<file path="config.mk">
export PLATFORM = sky130hd
export DESIGN_NAME = booth_mult16
export DESIGN_NICKNAME = d
export VERILOG_FILES = /design/src/rtl/booth_mult16.sv
export SDC_FILE = /design/constraint.sdc
export NUM_CORES = 1
export LEC_CHECK = 0
export ABC_AREA = 1
export BUFFER_PORTS_ARGS = -buffer_cell sky130_fd_sc_hd__buf_2
export CORE_ASPECT_RATIO = 2
export CORE_MARGIN = 8
export CORE_UTILIZATION = 45
export DETAILED_ROUTE_END_ITERATION = 10
export GPL_TIMING_DRIVEN = 0
export PLACE_DENSITY_LB_ADDON = 0.12
export SLEW_MARGIN = 20
export SYNTH_ARGS = -nofsm -noshare
export SYNTH_HDL_FRONTEND = slang
export SYNTH_SLANG_ARGS = --single-unit
</file>
<file path="constraint.sdc">
create_clock -name clk -period 3.6 [get_ports clk]
set_clock_uncertainty 0.05 [all_clocks]
set_input_delay 0.36 -clock clk [delete_from_list [all_inputs] [get_ports clk]]
set_output_delay 0.36 -clock clk [all_outputs]
set_load 0.005 [all_outputs]
</file>
<file path="src/rtl/booth_mult16.sv">
// ============================================================================
// Module      : booth_mult16
// Description : Sequential radix-2 Booth multiplier for signed operands.
//               Both operands arrive one after the other on a shared bus.
//               The block runs one Booth iteration per clock and presents the
//               exact 2*WIDTH-bit signed product.
// Revision    : 1.0 - initial release
// ============================================================================
`default_nettype none

module booth_mult16 #(
  parameter int WIDTH = 16
) (
  input  logic                 clk,
  input  logic                 rst_n,
  input  logic                 start,
  input  logic [WIDTH-1:0]     data_in,
  output logic                 done,
  output logic [2*WIDTH-1:0]   product
);

  // The counter must be able to hold the value WIDTH itself.
  localparam int CW = $clog2(WIDTH + 1);
  localparam logic [CW-1:0] C_CNT_INIT = CW'(WIDTH);
  localparam logic [CW-1:0] C_CNT_ONE  = CW'(1);

  localparam logic [2:0] S_IDLE   = 3'd0;
  localparam logic [2:0] S_LOAD_M = 3'd1;
  localparam logic [2:0] S_LOAD_Q = 3'd2;
  localparam logic [2:0] S_RUN    = 3'd3;
  localparam logic [2:0] S_DONE   = 3'd4;

  logic [2:0]       r_state;
  logic [2:0]       w_next;

  logic [WIDTH-1:0] r_m;
  logic [WIDTH-1:0] r_q;
  // Accumulator carries one extra sign bit so that M = most-negative is exact.
  logic [WIDTH:0]   r_a;
  logic             r_qm1;
  logic [CW-1:0]    r_cnt;

  logic [WIDTH:0]   w_msext;
  logic [WIDTH:0]   w_t;

  // State register.
  always_ff @(posedge clk or negedge rst_n) begin
    if (!rst_n) begin
      r_state <= S_IDLE;
    end else begin
      r_state <= w_next;
    end
  end

  // Next-state decode; start is only looked at in IDLE and DONE.
  always_comb begin
    w_next = r_state;
    case (r_state)
      S_IDLE:   if (start) w_next = S_LOAD_M;
      S_LOAD_M: w_next = S_LOAD_Q;
      S_LOAD_Q: w_next = S_RUN;
      S_RUN:    if (r_cnt == C_CNT_ONE) w_next = S_DONE;
      S_DONE:   if (!start) w_next = S_IDLE;
      default:  w_next = S_IDLE;
    endcase
  end

  // Output decode: result valid only while parked in DONE.
  always_comb begin
    done = 1'b0;
    if (r_state == S_DONE) done = 1'b1;
  end

  // Booth add/subtract selection on {Q[0], qm1}.
  always_comb begin
    w_msext = {r_m[WIDTH-1], r_m};
    w_t     = r_a;
    case ({r_q[0], r_qm1})
      2'b01:   w_t = r_a + w_msext;
      2'b10:   w_t = r_a - w_msext;
      default: w_t = r_a;
    endcase
  end

  // Datapath: operand capture and one arithmetic right shift per RUN cycle.
  always_ff @(posedge clk or negedge rst_n) begin
    if (!rst_n) begin
      r_m   <= '0;
      r_q   <= '0;
      r_a   <= '0;
      r_qm1 <= 1'b0;
      r_cnt <= '0;
    end else begin
      case (r_state)
        S_LOAD_M: r_m <= data_in;
        S_LOAD_Q: begin
          r_q   <= data_in;
          r_a   <= '0;
          r_qm1 <= 1'b0;
          r_cnt <= C_CNT_INIT;
        end
        S_RUN: begin
          r_a   <= {w_t[WIDTH], w_t[WIDTH:1]};
          r_q   <= {w_t[0], r_q[WIDTH-1:1]};
          r_qm1 <= r_q[0];
          r_cnt <= r_cnt - C_CNT_ONE;
        end
        default: ;
      endcase
    end
  end

  assign product = {r_a[WIDTH-1:0], r_q};

endmodule

`default_nettype wire

</file>
==> impl_metrics.yaml <==
yosys:
  synth_top_area_share_pct: 36.2
  syn_area_sq_um: 3940
  synthMuxAreaShare_pct: 0
  syn_avg_cell_area_sq_um: 6.70
  yosysMostFrequentCell: "nand2_1"
  async_flop_share_pct: 100
  synth_top_family_by_area: "simple AND/OR/NAND/NOR gates"
  syn_nets: 628
  synth_cell_types: 29
  synth_fa_ha_area_share_pct: 6.86
  yosysWarnings: 0
  seq_area_frac_synth_pct: 36.2
  synth_flop_cell: "dfrtp_1"
  synth_edf_count: 0
  synthXorXnorAreaFrac_pct: 3.33
  syn-instance-count: 588
  ys_ff_latch: 57
  yosysTopAreaCell: "dfrtp_1"
  synth-compound-area-share_pct: 11.4
  yosys-top-cells-area: "dfrtp_1 (36%), nand2_1 (20%), inv_1 (9.3%), ha_1 (6.3%), nor2_1 (4.4%)"
  yosys.area_share.simple_pct: 30.6
  synth.top_cells.by_count: "nand2_1 (206), inv_1 (98), dfrtp_1 (57)"
cts:
  cts_inserted_buffers: 9
  clk_pin_slew_ns: 0.06
  ctsResizeCount: 0
  htree_num_levels: 3
  clock_latency_ns: 0.33
  hold_buffers: 0
  root_buffer: "clkbuf_16"
  cts_tree: "built"
  cts.sinks: 57
  clock_tree.buffer_depth: 2
  post-cts-setup-buffer-count: 0
sta:
  fin_crit_sh_pct: 83.2
  fmaxAchievable_ghz: 0.334
  tightest_slew_ns: 0.740
  final-hold-violation-count: 0
  period_needed_ns: 2.99
  rsz0062_at_grt: "false"
  fin_setup_tns_ns: 0
  whs_ns: 0.0368
  finalSetupViolCount: 0
  maxSlewViolCount: 0
  final.setup.worst_slack_ns: 0.605
  slew_headroom_pct: 50.7
worst_setup_path:
  path_class: "flip-flop to flip-flop"
  path_cells: "inv_1 > ha_1 > inv_1 > o21ai_1 > nand2_1 > nor2_1 > nand2_1 > xor2_1 > inv_1 > ha_1 > nand2_1 > inv_1 > nand2_1 > nand2_1 > a21oi_1 > nand2_1 > nand2_1 > nand3_1 > nand2_1 > nand2_1"
  cp_top_family: "simple AND/OR/NAND/NOR gates"
  cp_num_buf_inv: 4
  worst_ep_required_time_ns: 3.77
  cp_max_fo: 8
  crit_slowest_cell: "dfrtp_1"
  end_kind: "flip-flop"
  cp_data_arrival_time_ns: 3.16
  worst_path_most_repeated_cell: "nand2_1"
  rrSetupSlack_ns: 0.61
  crit_path_max_incr_delay_ns: 0.36
  worstSetupStartpointType: "flip-flop"
placement:
  gp_congestion: 0.901
  dpl.hpwl_um: 8610
  placed_cell_area_sq_um: 4320
  place.port_buffers: 51
  dp_slack_ns: 0.619
finish:
  nets: 690
  fin_area_sq_um: 4620
  area_delta_synth_final_pct: 17.3
  drive_above_1_share_pct: 12.4
  insertedDiodeCount: 0
die:
  fp.coreArea_sq_um: 8590
  ios: 52
  die_x_um: 82.2
  dieHeight_um: 148
  rows: 48
  initial_core_util_pct: 45.9
  die_area_sq_um: 12200
status:
  status: "complete, no violations"
global_routing:
  grt.total_usage_pct: 19.3
  antenna_found_initial: 0
  grt_pass1_vias: 3869
  grt_start_max_net_pins: 58
  grt-ovfl-total: 0
  grt_pass1_wl_um: 17900
drt:
  drc: 0
  drt-pass1-iter-count: 4
  via_count: 3830
  viasPerCell: 5.07
  antenna_left: 0
  drt-initial-drc-count: 145
  post_drt_wl_per_cell_um: 14.6
  routed_wl_um: 11000
job:
  drv_cap: 0
min_path:
  hold_class: "input pin to asynchronous set/reset pin"
-- through the flow --
stage | utilization, % | instances
after floorplan | - | 588
after global placement | 50.3 | 739
after detailed placement | 50.3 | 739
after CTS | 53.8 | 755
after global routing | 53.8 | 755
final | 53.8 | 755
-- sequential cells by signal, indices dropped and copies added, names as in the netlist --
signal and flops:
r_qm1 1, r_q 16, r_cnt 5, r_state 3, r_a 16, r_m 16
-- area by class of cell --
type                       count  area, sq um
inverter                     106          398
clock inverter                 5         55.1
clock buffer                  11          243
fill                         892         3970
multi-input combinational    412         2060
buffer                        13         61.3
tap                          100          125
sequential                    57         1430
timing repair buffer          51          258
-- per-layer routing --
layer | global-route usage [%] | routed length [um] | vias up
met5 | 0 | 0 | -
met4 | 13.0 | 592 | 0
met3 | 2.72 | 344 | 33
met2 | 34.8 | 5870 | 79
met1 | 19.1 | 4190 | 1761
li1 | - | - | 1957
-- cell families after synthesis --
group,count (synthesis)
fa+ha+maj,21
buf+inv,119
xor+xnor,15
flops,57
compound gates,77
simple gates,299
-- final timing paths --
check | start | endpoint | cells after the start
min reg2reg | r_cnt[3] | r_cnt[3] | 1
max | r_qm1 | r_a[13] | 20
min in group clk | start | r_state[2] | 3
max reg2reg | r_qm1 | r_a[13] | 20
min | rst_n | r_a[15] | 1
max in group asynchronous | rst_n | r_m[5] | 1
-- layout by cell type (no fill, tap or decap), types with 2 or more instances in the layout --
cell / Yosys / layout
a21oi_1: 13 / 13
o221ai_1: 3 / 3
nand4_1: 2 / 2
xor2_1: 9 / 9
dfrtp_1: 57 / 57
o21ai_1: 8 / 8
inv_2: 7 / 7
clkinvlp_4: 0 / 2
buf_2: 4 / 54
nand2_1: 206 / 206
o22ai_1: 6 / 6
clkinv_2: 0 / 2
o211ai_1: 16 / 16
buf_1: 2 / 2
clkbuf_16: 0 / 9
and2_1: 2 / 2
nor3_1: 6 / 6
o21ai_0: 30 / 30
nor2_1: 46 / 46
clkbuf_1: 6 / 7
nand3_1: 33 / 33
xnor2_1: 6 / 6
inv_1: 98 / 98
ha_1: 20 / 20
Power is left out: the tool's default activity adds up to more than one toggle a clock period on the data nets, which glitch-free logic cannot reach.
